==> src/rtl/fetch_queue.sv <==
// ---------------------------------------------------------------------------
// fetch_queue
//
// Instruction-fetch front end sitting between the PC/IMEM and the decode
// stage. It owns the fetch PC, issues single-word reads to the instruction
// memory and buffers returned words, each tagged with its PC, in a small
// FIFO. Decode sees the head of that FIFO and pops one entry per cycle
// unless it stalls, so load-use stalls are absorbed without re-fetching.
// A taken branch/jump from execute flushes the FIFO and any in-flight read
// and restarts fetch at the redirect target.
//
// Ports:
//   clock          rising-edge clock
//   reset_n        asynchronous active-low reset
//   i_address      IMEM read address (always the current fetch PC)
//   i_access_size  IMEM access size, fixed single word (2'b00)
//   i_rw           IMEM direction, fixed read (1)
//   i_mem_enable   IMEM request strobe, sampled at the end of the cycle
//   i_busy         IMEM cannot accept a request this cycle
//   i_data_in      IMEM read data, valid the cycle after an accepted request
//   stall          decode is holding the head entry
//   do_branch      taken branch/jump from execute
//   pc_effective   redirect target, valid with do_branch
//   pc_out         PC of the head entry (0 when empty)
//   insn_out       head instruction, NOP_INSN when empty
//   valid_out      head entry is valid
// ---------------------------------------------------------------------------
module fetch_queue #(
  parameter logic [31:0] BASE_ADDR = 32'h8002_0000,
  parameter int          DEPTH     = 4,
  parameter logic [31:0] NOP_INSN  = 32'h0000_0000
) (
  input  logic        clock,
  input  logic        reset_n,
  output logic [31:0] i_address,
  output logic [1:0]  i_access_size,
  output logic        i_rw,
  output logic        i_mem_enable,
  input  logic        i_busy,
  input  logic [31:0] i_data_in,
  input  logic        stall,
  input  logic        do_branch,
  input  logic [31:0] pc_effective,
  output logic [31:0] pc_out,
  output logic [31:0] insn_out,
  output logic        valid_out
);

  localparam int PTR_W = $clog2(DEPTH);
  localparam int CNT_W = PTR_W + 1;

  localparam logic [CNT_W-1:0] FULL_COUNT = CNT_W'(DEPTH);
  localparam logic [CNT_W:0]   CREDIT_MAX = (CNT_W + 1)'(DEPTH);

  logic [31:0]      fetch_pc;
  logic             inflight;
  logic [31:0]      inflight_pc;
  logic [PTR_W-1:0] head;
  logic [PTR_W-1:0] tail;
  logic [CNT_W-1:0] count;

  logic [31:0] insn_q [DEPTH];
  logic [31:0] pc_q   [DEPTH];

  logic           pop;
  logic           push;
  logic           issue;
  logic [CNT_W:0] credit_used;

  // Head entry drives decode directly; pc_out/insn_out fall back to fixed
  // values when there is nothing to present so decode never sees stale data.
  assign valid_out = (count != '0);
  assign pc_out    = valid_out ? pc_q[head]   : 32'h0;
  assign insn_out  = valid_out ? insn_q[head] : NOP_INSN;

  assign pop  = valid_out & ~stall;
  // A response only lands in the queue if no redirect kills it this cycle.
  assign push = inflight & ~do_branch;

  // Credits already committed: entries held plus the read still out,
  // minus the entry leaving this cycle. Counting the departing entry lets
  // a full queue keep issuing back-to-back while decode drains it. pop
  // implies count >= 1, so the subtraction never underflows.
  assign credit_used = {1'b0, count}
                     + {{CNT_W{1'b0}}, inflight}
                     - {{CNT_W{1'b0}}, pop};

  // Gated with reset_n so no request strobe escapes while reset is held.
  assign issue = reset_n & ~do_branch & ~i_busy & (credit_used < CREDIT_MAX);

  assign i_mem_enable  = issue;
  assign i_address     = fetch_pc;
  assign i_access_size = 2'b00;
  assign i_rw          = 1'b1;

  // Control state: fetch PC, in-flight tracking, queue pointers and count.
  // A redirect wins over every other event in the same cycle, and clearing
  // inflight on reset is what discards a response to a pre-reset request.
  always_ff @(posedge clock or negedge reset_n) begin
    if (!reset_n) begin
      fetch_pc    <= BASE_ADDR;
      inflight    <= 1'b0;
      inflight_pc <= 32'h0;
      head        <= '0;
      tail        <= '0;
      count       <= '0;
    end else if (do_branch) begin
      fetch_pc <= pc_effective;
      inflight <= 1'b0;
      head     <= '0;
      tail     <= '0;
      count    <= '0;
    end else begin
      if (issue) begin
        fetch_pc    <= fetch_pc + 32'd4;
        inflight_pc <= fetch_pc;
      end
      inflight <= issue;

      if (pop) begin
        head <= head + PTR_W'(1);
      end
      if (push) begin
        tail <= tail + PTR_W'(1);
      end

      case ({push, pop})
        2'b10:   count <= count + CNT_W'(1);
        2'b01:   count <= count - CNT_W'(1);
        default: count <= count;
      endcase
    end
  end

  // Queue storage carries no reset; entries are only visible through
  // valid_out, which depends solely on the reset count.
  always_ff @(posedge clock) begin
    if (push) begin
      insn_q[tail] <= i_data_in;
      pc_q[tail]   <= inflight_pc;
    end
  end

  // The issue credit rule must never let a response arrive into a full
  // queue that is not draining in the same cycle.
  a_no_overflow : assert property (
    @(posedge clock) disable iff (!reset_n)
      !(push && !pop && (count == FULL_COUNT))
  );

endmodule

==> config.mk <==
export PLATFORM = sky130hd
export DESIGN_NAME = fetch_queue
export DESIGN_NICKNAME = d
export VERILOG_FILES = /design/src/rtl/fetch_queue.sv
export SDC_FILE = /design/constraint.sdc
export NUM_CORES = 1
export LEC_CHECK = 0
export CAP_MARGIN = 20
export CORE_MARGIN = 4
export CORE_UTILIZATION = 50
export DETAILED_ROUTE_END_ITERATION = 10
export GPL_TIMING_DRIVEN = 1
export PLACE_DENSITY_LB_ADDON = 0.15
export SLEW_MARGIN = 0
export SYNTH_ARGS = -nofsm -noshare
export SYNTH_HDL_FRONTEND = slang
export SYNTH_SLANG_ARGS = --single-unit
==> constraint.sdc <==
create_clock -name clock -period 5.2 [get_ports clock]
set_input_delay 1.56 -clock clock [delete_from_list [all_inputs] [get_ports clock]]
set_output_delay 1.56 -clock clock [all_outputs]
set_load 0.01 [all_outputs]
; ---- After elaboration in Yosys (flattened, before gate mapping)
; Memory sizes are Yosys's and may differ from the RTL's.
; Cells that the tools add are included.
[totals]
regBits = 72
ramBits = 256
output_inout_bits = 101
n_memories = 2
[memory_table]
columns = name, words, word_bits, read_ports, rd_ports_with_merged_regs, wr, line_no
row1 = insn_q, 4, 32, 1, 0, 1, 62  ; logic [31:0] insn_q [DEPTH];
row2 = pc_q, 4, 32, 1, 0, 1, 63  ; logic [31:0] pc_q [DEPTH];
[classes]
n_addsub = 7
magnitude_cmp = 1
n_eq_ne = 2
mux = 13
bitwise = 8
reduce_logical = 6
[op_table]
columns = cell, n
row1 = 32-bit two-way mux, 4
row2 = "32-bit by 3-bit adder with 32-bit output, second input constant", 1
row3 = 2-bit two-way mux, 4
row4 = 3-bit case mux with 2 select lines, 1
row5 = 2-bit nonzero test, 3
row6 = 3-bit nonzero test, 2
row7 = 1-bit bitwise AND, 5
row8 = "2-bit by 1-bit adder with 2-bit output, second input constant", 2
row9 = 3-bit by 1-bit adder with 4-bit output, 1
row10 = "4-bit by 3-bit less-than comparator with 1-bit output, second input constant", 1
row11 = 4-bit by 1-bit subtractor with 4-bit output, 1
row12 = "3-bit by 1-bit adder with 3-bit output, second input constant", 1
row13 = 1-bit two-way mux, 3
row14 = 3-bit two-way mux, 1
row15 = 1-bit inverter, 3
row16 = "3-bit by 1-bit subtractor with 3-bit output, second input constant", 1
row17 = "2-bit by 1-bit equality test with 1-bit output, second input constant", 1
row18 = "2-bit equality test, second input constant", 1
row19 = 2-bit AND reduction, 1

; ---- Logic depth before layout (Yosys ltp)
; Gate-level depths: netlist of the first run.
[logic_depth]
word_depth = 7
mapped_depth = 14

; ---- Least setup slack after synthesis of the first run
; OpenSTA, ideal clock, no wires.
[synth_timing]
path_kind = input to output
start = in stall
end = out i_mem_enable
t_arrival_ns = 3.621
path_slack_ns = 0.019
stages = 11
cell_sequence = nor2_1 > ha_1 > inv_1 > ha_1 > nand3b_4 > a211o_1 > buf_6 > a31oi_1 > and2_1 > buf_4 > buf_6
[synth_between]
elab_chain_len = 5
[synth_rtl]
columns = element, line_no
row1 = start: declaration, 41  ; input logic stall,
row2 = 1-bit inverter, 76  ; assign pop = valid_out & ~stall;
row3 = 1-bit bitwise AND, 76
row4 = 4-bit by 1-bit subtractor with 4-bit output, 86  ; - {{CNT_W{1'b0}}, pop};
row5 = 4-bit by 3-bit less-than comparator with 1-bit output, 89  ; assign issue = reset_n & ~do_branch & ~i_busy & (credit_used < CREDIT_MAX);
row6 = 1-bit bitwise AND, 89
row7 = end: declaration, 38  ; output logic i_mem_enable,
; Every way passes these cells.

; ---- Worst setup path in the final report of the first run
; Ends and elaborated chain as after synthesis.

==> metrics, run 1 <==
commonest non-fill, non-tap cells in the layout edfxtp_1 (256), clkdlybuf4s50_1 (162), nor2b_1 (68), dfrtp_1 (68), mux4_2 (64); hold endpoint pc_q[3][12]; core area about 0.026 mm^2; Fmax ~200 MHz; Initial Utilization 0.513; number of nets in the layout between 1000 and 1500; Main synth FF type edfxtp_1; Async SR Flop Fraction 0.220; worst clock skew a little under 0.01 ns; cells after synthesis roughly 760; Pleak around 0.0055 uW; Max stage delay on crit path between 0.3 and 0.4 ns; DRT Pass-1 Iters 5; share of cells above drive strength 1 0.194; Syn-to-layout area delta 23.0%; worst reg2reg startpoint count[1]; hold crit path type register to register; initial antenna violation count 1; FILL cells 1833; die width ~170 um; Hold Slack between 0.5 and 0.6 ns; number of gates resized after CTS 6; # IOs 170; clock-pin slew on the worst setup and hold paths about 0.06 ns; FF-to-FF End i_address[29]; metal2 WL 14000 um; Worst R2R Setup Slack 2.11 ns; CTS sink count about 330; most common cell after layout, fill and taps aside edfxtp_1; Congestion Overflow GR 0; critical path arrival between 3 and 4 ns; GP Congestion between 0.8 and 0.9; routed length per instance ~22 um; crit path kind input pin to output port; CTS tree built; top cell type's share of synthesized area 0.571; startpoint types input pin; crit end category output port; Post-synth EDFFs between 200 and 300; actual slew at the worst max-slew pin 1.03 ns; hold buffer count at CTS 0; fin. max-slew vios 0; FF+latch count, synth approximately 330; Std-Cell Rows 59; cell area after synthesis roughly 0.013 mm^2; Area after DPL 0.0155 mm^2; vias in the first global route slightly below 8000; post-DP HPWL ~17000 um; largest net degree at the start of global routing 76; H-Tree Depth 2; DR vias 7348; # diodes 0; Mean Syn Cell Area between 15 and 20 um^2; drc violations 0; routed wl met3 between 1500 and 2000 um; Max-slew headroom 0.314; final std cells w/o fill ~1300; Max clock buf depth 3; Iter 0 DRT Violations 504; post-route cell area between 0.015 and 0.02 mm^2; Max IR drop VDD ~0.4 mV; fin crit period roughly 5 ns; WHS Path Cells 0; final worst setup slack between 0.15 and 0.2 ns; postcts setup bufs 0; antenna-violating nets left 0; dominant cells by area after synthesis edfxtp_1 (57%), dfrtp_1 (13%), mux4_2 (11%); first-pass GRT wire length between 40000 and 50000 um; unrepaired setup endpoints after global routing no; via density per instance 5.67; worst r2r path cells 11; drt total wl about 28000 um; DIE HEIGHT 172 um; critical path peak fanout 3; final hold vios 0; CP Cell Sequence dlygate4sd2_1 > nor2_2 > ha_1 > inv_1 > ha_1 > nand3b_4 > a211o_1 > a31oi_1 > and2_4 > clkdlybuf4s15_2; # setup viols final 0; power density cells just under 500 mW/mm^2; outcome completed; Setup WS pre-CTS -0.455 ns; fin crit share 0.970; startpoint of the worst hold path inflight_pc[12]; # Max-Cap Violations 0; Core Util, Final 0.631; Req. time, crit path around 3.6 ns; CTS Root Cell clkbuf_16; Synthesis Warnings 0; CP max stage cell a211o_1; sequential area share after synthesis 0.704; WL met1 roughly 12000 um; total CTS buffers 37; # port buffers roughly 170; cell mode on critical path ha_1; Top Layer Used met5; Overall Global Routing Usage 0.194; die area slightly below 0.03 mm^2; post-synth cell types between 40 and 50; Skew-Pair Late Insertion Delay ~0.50 ns; Post-Place Cells approximately 1200; post-synth top area cell edfxtp_1
synth_stat cells, drive strengths merged (2+ instances only):
master and n:
dfrtp 70, or3 3, or4 3, and4 6, xnor2 18, and2 8, nor4b 2, nor2b 68
ha 8, nor3 3, a311o 2, mux4 64, buf 21, nand2 31, mux2 44, nand3 10
edfxtp 256, nor2 17, clkbuf 25, mux2i 4, o21ai 16, a31oi 9, and4b 2, nand4 12
xor2 10, dfstp 2, a211o 2, a221o 2, and3 2, a311oi 18, inv 13, conb 2
final cells by class:
class	count	area, um^2	area share
flip-flops and latches	328	9500	0.573
multi-input cells	375	3730	0.225
repair buffers	182	1770	0.107
clock buffers	51	988	0.0596
well taps	335	419	0.0253
clock inverters	12	115	0.00695
inverters	13	48.8	0.00294
sequential cells by signal (all words and copies together), names as in the netlist:
register,flops
i_address,32
inflight_pc,32
tail,2
head,2
insn_q,128
pc_q,128
count,3
inflight,1
worst max path at each step:
stage	from	end	cells after the start
final	stall	i_mem_enable	10
after global placement	stall	i_mem_enable	10
after global routing	stall	i_mem_enable	10
after floorplan	stall	i_mem_enable	11
after detailed placement	stall	i_mem_enable	10
after CTS	stall	i_mem_enable	10
routing by layer:
metal  GRT usage  up-vias
met1       0.277     3736
li1            -     3317
met3      0.0364       35
met2       0.313      258
met5           0        -
met4      0.0540        2
kinds of logic (layout without fill, tap and decap cells):
family,after synthesis,after routing,share of synthesized area
AO/OA/AOI/OAI,53,53,0.0283
XOR/XNOR,28,28,0.0182
adder cells (fa/ha/maj),9,9,0.00892
buffers and inverters,59,258,0.0205
flip-flops,328,328,0.704
multiplexers,112,112,0.147
other,2,3,0.000557
AND/OR/NAND/NOR,170,170,0.0723
worst max-delay path: cells and delay by family:
kind	cells	cell delay, ns
AND/OR/NAND/NOR	3	0.42
adder cells (fa/ha/maj)	2	0.46
AO/OA/AOI/OAI	2	0.49
buffers and inverters	3	0.54
where the power goes:
group	internal (uW)	switching (uW)	total, uW
registers	3200	332	3530
logic	1190	957	2150
clock network	1420	958	2380
through the flow:
step | total power, uW | setup TNS (ns)
floorplan | 4750 | 0
global placement | 5690 | -0.449
detailed placement | 5760 | -0.455
CTS | 8160 | 0
global route | 8470 | 0
finish | 8060 | 0
Note: power is estimated with default switching activity, not from simulation.
==> inputs of run 2 (changes only) <==
- CAP_MARGIN: 20 -> 30
- PLACE_DENSITY: unset -> 0.84
- PLACE_DENSITY_LB_ADDON: 0.15 -> unset
==> run 2 against run 1 <==
Utilization is 0.80 points higher. Total power is 1.5% higher. Global-route usage hardly changed. Sequential share of layout area is 0.72 points lower. Sequential cell count stayed put. Largest power group unchanged.
==> metrics, run 2 (same netlist as run 1, synthesis figures left out) <==
worst clock skew 0.0218 ns (+0.0121 ns); hold buffer count at CTS 0 (unchanged); total CTS buffers 36 (-2.7%); commonest non-fill, non-tap cells in the layout edfxtp_1 (256), clkdlybuf4s50_1 (163), nor2b_1 (68), dfrtp_1 (68), mux4_2 (64); met3 Usage GRT 0.0421 (+0.00572); unrepaired setup endpoints after global routing no; Internal Power 5890 uW (+1.3%); Iter 0 DRT Violations 525 (+4.2%); Overall Global Routing Usage 0.194 (about the same); # IOs 170 (unchanged); DRT Pass-1 Iters 6 (+1); crit path kind input pin to output port; share of cells above drive strength 1 0.203 (+0.00975); GRT met1 Usage 0.282 (+0.00507); crit end category output port; GP Congestion 0.828 (+0.40%); hold crit path type register to register; number of nets in the layout 1019 (+0.39%); CTS tree built; final hold vios 0 (unchanged); critical path arrival 3.58 ns (+0.10 ns); sequential share of power 0.428 (-0.010); power density cells 488 mW/mm^2 (+0.19%); vias in the first global route 7725 (-1.7%); Top Usage Layer GRT met2; die width 172 um (unchanged); via density per instance 5.74 (+1.3%); antenna-violating nets left 0 (unchanged); # setup viols final 0 (unchanged); drc violations 0 (unchanged); Post-Place Cells 1237 (+0.32%); DIE HEIGHT 172 um (unchanged); postcts setup bufs 0 (unchanged); sw power 2290 uW (+1.9%); fin crit share 0.989 (+0.0193); routed length per instance 21.8 um (-0.17%); outcome completed; Std-Cell Rows 59 (unchanged); # diodes 0 (unchanged); Req. time, crit path 3.64 ns (about the same); actual slew at the worst max-slew pin 0.799 ns (-0.230 ns); H-Tree Depth 2 (unchanged); initial antenna violation count 0 (-1); first-pass GRT wire length 44400 um (-0.28%); Max IR drop VDD 0.282 mV (-30%); Top Registers insn_q x128, pc_q x128; die area 0.0296 mm^2 (unchanged); drt total wl 28400 um (+0.45%); fin crit period 5.14 ns (+0.100 ns); Max clock buf depth 3 (unchanged); most common cell after layout, fill and taps aside edfxtp_1; CP max stage cell a211o_1; Syn-to-layout area delta 24.6%; largest net degree at the start of global routing 76 (unchanged); # port buffers 166 (unchanged); met2 GRT Util 0.309 (-0.00442); clock-pin slew on the worst setup and hold paths 0.06 ns (about the same); # Max-Cap Violations 0 (unchanged); post-DP HPWL 17100 um (+3.0%); fin. max-slew vios 0 (unchanged); Net Sw Frac 0.280 (+0.00121); critical path peak fanout 3 (unchanged); Max stage delay on crit path 0.34 ns (+0.02 ns); CTS sink count 328 (unchanged); Congestion Overflow GR 0 (unchanged); startpoint types input pin; Pleak 0.00562 uW (+1.7%); core area 0.0263 mm^2 (unchanged); CP Cell Sequence dlygate4sd2_1 > nor2_2 > ha_1 > inv_1 > ha_1 > nand3b_4 > a211o_1 > a31oi_2 > and2_4 > dlygate4sd2_1; Comb pwr share 0.269 (+0.003); power after layout 8180 uW (+1.5%); DR vias 7490 (+1.9%); Initial Utilization 0.513 (unchanged); CTS Root Cell clkbuf_16; final std cells w/o fill 1304 (+0.62%); Max-slew headroom 0.467 (+0.154); number of gates resized after CTS 5 (-1); clock share of power 0.303 (+0.008); Skew-Pair Late Insertion Delay 0.51 ns (about the same); Fmax 194 MHz (-1.9%)
run 2: critical path, delay by kind of cell:
| family | cells | cell delay [ns] |
|---|---|---|
| buffers and inverters | 3 | 0.60 |
| AOI/OAI and AO/OA | 2 | 0.54 |
| and+or+nand+nor | 3 | 0.42 |
| adders and majority gates | 2 | 0.46 |
run 2: per-stage QoR:
stage / setup WS (ns) / utilization / TNS (ns) / cell area (um^2) / hold WS [ns]
after floorplan: 0.0187 / - / 0 / 13500 / 0.472
after global placement: -0.441 / 0.592 / -0.441 / 15600 / 0.490
after CTS: 0.0548 / 0.638 / 0 / 16800 / 0.513
final: 0.0553 / 0.639 / 0 / 16800 / 0.517
after detailed placement: -0.467 / 0.593 / -0.467 / 15600 / 0.500
after global routing: 0.0142 / 0.639 / 0 / 16800 / 0.533
run 2: final timing paths:
kind / start / endpoint / slack, ns / cells past startpoint
max in group asynchronous: reset_n / head[0] / 3.62 / 3
worst max register to register: count[2] / i_address[29] / 2.06 / 11
worst min register to register: inflight_pc[4] / pc_q[2][4] / 0.52 / 0
min in group asynchronous: reset_n / i_address[14] / 0.98 / 2
worst max-delay path: stall / i_mem_enable / 0.06 / 10
worst min-delay path: inflight_pc[4] / pc_q[2][4] / 0.52 / 0
run 2: layout make-up:
class / count / area, um^2
tap: 335 / 419
fill: 1832 / 9500
multi-input combinational: 375 / 3730
inverter: 13 / 48.8
timing repair buffer: 187 / 1920
clock buffer: 46 / 970
sequential: 328 / 9500
clock inverter: 20 / 195
run 2: power by group through the flow:
stage               logic (uW)  registers, uW  clock network [uW]
finish                    2200           3510                2480
global route              2400           3560                2640
CTS                       2240           3510                2530
detailed placement        2220           3560                   0
global placement          2170           3540                   0
floorplan                 1340           3410                   0
run 2: routing by layer:
| layer | wire [um] | share of wire |
|---|---|---|
| met1 | 12500 | 0.44 |
| met2 | 13500 | 0.48 |
| met3 | 1860 | 0.065 |
| met4 | 501 | 0.018 |
| met5 | 0 | 0 |
==> inputs of run 3 (changes only) <==
- CAP_MARGIN: 30 -> unset
- CORE_MARGIN: 4 -> 2
==> run 3 against run 2 <==
Sequential share of layout area fell by 0.44 points. Die area down 4.6%. Final cell count is 1.6% higher. Combinational power is 5% higher. Clock power barely moved. Sequential power about the same. Largest power group unchanged.
==> metrics, run 3 (same netlist as run 1, synthesis figures left out) <==
CTS sink count 328 (unchanged); Setup TNS 0 ns (unchanged); clock-pin slew on the worst setup and hold paths 0.07 ns (about the same); FF-to-FF End i_address[3]; sw power 2330 uW (+1.6%); Pleak 0.00571 uW (+1.5%); DRT Pass-1 Iters 7 (+1); drc violations 0 (unchanged); share of cells above drive strength 1 0.225 (+0.0213); die width 168 um (-2.3%); DIE HEIGHT 168 um (-2.3%); Overall Global Routing Usage 0.206 (+0.0114); FILL cells 1834 (+0.11%); via density per instance 5.75 (about the same); final std cells w/o fill 1325 (+1.6%); vias in the first global route 7839 (+1.5%); critical path peak fanout 3 (unchanged); CP bufs+invs 22 (+19); fin crit period 5.07 ns (-0.0791 ns); cell mode on critical path buf_4; Area after DPL 0.0156 mm^2 (about the same); crit path kind input pin to register; worst reg2reg startpoint count[2]; most common cell after layout, fill and taps aside edfxtp_1; # diodes 0 (unchanged); core area 0.0267 mm^2 (+1.7%); CTS Root Cell clkbuf_16; Std-Cell Rows 60 (+1.7%); power after layout 8340 uW (+1.9%); DR vias 7616 (+1.7%); Top delay family on crit path buffers and inverters; commonest non-fill, non-tap cells in the layout edfxtp_1 (256), clkdlybuf4s50_1 (163), nor2b_1 (68), dfrtp_1 (68), mux4_2 (64); # IOs 170 (unchanged); H-Tree Depth 2 (unchanged); post-route cell area 0.0169 mm^2 (+0.79%); CP max stage cell ha_4; Comb pwr share 0.277 (+0.008); power density cells 493 mW/mm^2 (+1.1%); # Max-Cap Violations 0 (unchanged); final worst setup slack 0.134 ns (+0.0791 ns); Max-slew headroom 0.344 (-0.124); unrepaired setup endpoints after global routing no; Initial Utilization 0.504 (-0.00854); fin crit share 0.974 (-0.0152); WHS Path Cells 0 (unchanged); # setup viols final 0 (unchanged); crit end category register; Syn-to-layout area delta 25.6%; worst clock skew 0.0161 ns (-0.00573 ns); Net Sw Frac 0.279 (-0.000801); initial antenna violation count 0 (unchanged); sequential share of power 0.423 (-0.005); outcome completed; # port buffers 166 (unchanged); drt total wl 28400 um (about the same); clock share of power 0.300 (-0.003); routed length per instance 21.4 um (-1.6%); fin. max-slew vios 0 (unchanged); hold endpoint pc_q[3][14]; Top Registers insn_q x128, pc_q x128; critical path arrival 5.45 ns (+1.87 ns); total CTS buffers 34 (-5.6%); startpoint of the worst hold path inflight_pc[14]; GP Congestion 0.802 (-3.1%); Worst R2R Setup Slack 0.70 ns (-1.36 ns); largest net degree at the start of global routing 76 (unchanged); Skew-Pair Late Insertion Delay 0.51 ns (about the same); number of nets in the layout 1036 (+1.7%); final hold vios 0 (unchanged); Post-Place Cells 1243 (+0.49%); antenna-violating nets left 0 (unchanged); Setup WS pre-CTS -0.415 ns (+0.0516 ns); startpoint types input pin; Internal Power 6010 uW (+2.0%); post-DP HPWL 16600 um (-2.9%); first-pass GRT wire length 44800 um (+0.82%); Max IR drop VDD 0.321 mV (+14%); Fmax 197 MHz (+1.6%); CTS tree built; worst r2r path cells 30 (+19); Iter 0 DRT Violations 790 (+50%); Congestion Overflow GR 0 (unchanged); Max clock buf depth 3 (unchanged); Req. time, crit path 5.59 ns (+1.95 ns); actual slew at the worst max-slew pin 0.984 ns (+0.186 ns); Max stage delay on crit path 0.27 ns (-0.07 ns); hold crit path type register to register; die area 0.0283 mm^2 (-4.6%)
[run 3: final cells by class]
type / instances / area (um^2) / area share
inverter: 13 / 48.8 / 0.00288
multi-input combinational: 375 / 3750 / 0.222
clock inverter: 20 / 209 / 0.0124
clock buffer: 42 / 965 / 0.0570
tap: 341 / 427 / 0.0252
sequential: 328 / 9500 / 0.562
timing repair buffer: 206 / 2020 / 0.119
[run 3: how the worst max path moves through the flow]
stage / from / to / slack (ns) / depth (start not counted)
6_report: stall / i_address[3] / 0.13 / 30
3_3_place_gp: stall / i_mem_enable / -0.42 / 10
3_5_place_dp: stall / i_mem_enable / -0.41 / 10
4_1_cts: stall / i_mem_enable / 0.19 / 10
2_1_floorplan: stall / i_mem_enable / 0.02 / 11
5_1_grt: stall / i_address[3] / 0.03 / 30
[run 3: metrics by stage]
stage,utilization,hold slack [ns]
after floorplan,-,0.472
after global placement,0.583,0.489
after detailed placement,0.583,0.506
after CTS,0.632,0.513
after global routing,0.633,0.537
final,0.633,0.519
[run 3: power groups by stage]
stage	Combinational (uW)	Clock, uW	Sequential [uW]
2_1_floorplan	1340	0	3410
3_3_place_gp	2150	0	3560
3_5_place_dp	2180	0	3580
4_1_cts	2290	2540	3540
5_1_grt	2470	2650	3580
6_report	2310	2500	3530
[run 3: metal layers]
metal  global-route usage  vias up  wire length [um]
li1                     -     3355                 -
met4               0.0499        0               584
met1                0.284     3859             11800
met2                0.345      348             13900
met5                    0        -                 0
met3               0.0390       54              2060
[run 3: what timing repair did]
action,4_1_cts,5_1_grt
buffers inserted,19,1
endpoints found under the setup margin,1,4
pin swaps,3,4
hold buffers,0,0
endpoints found under the hold margin,0,0
resized for setup,6,6
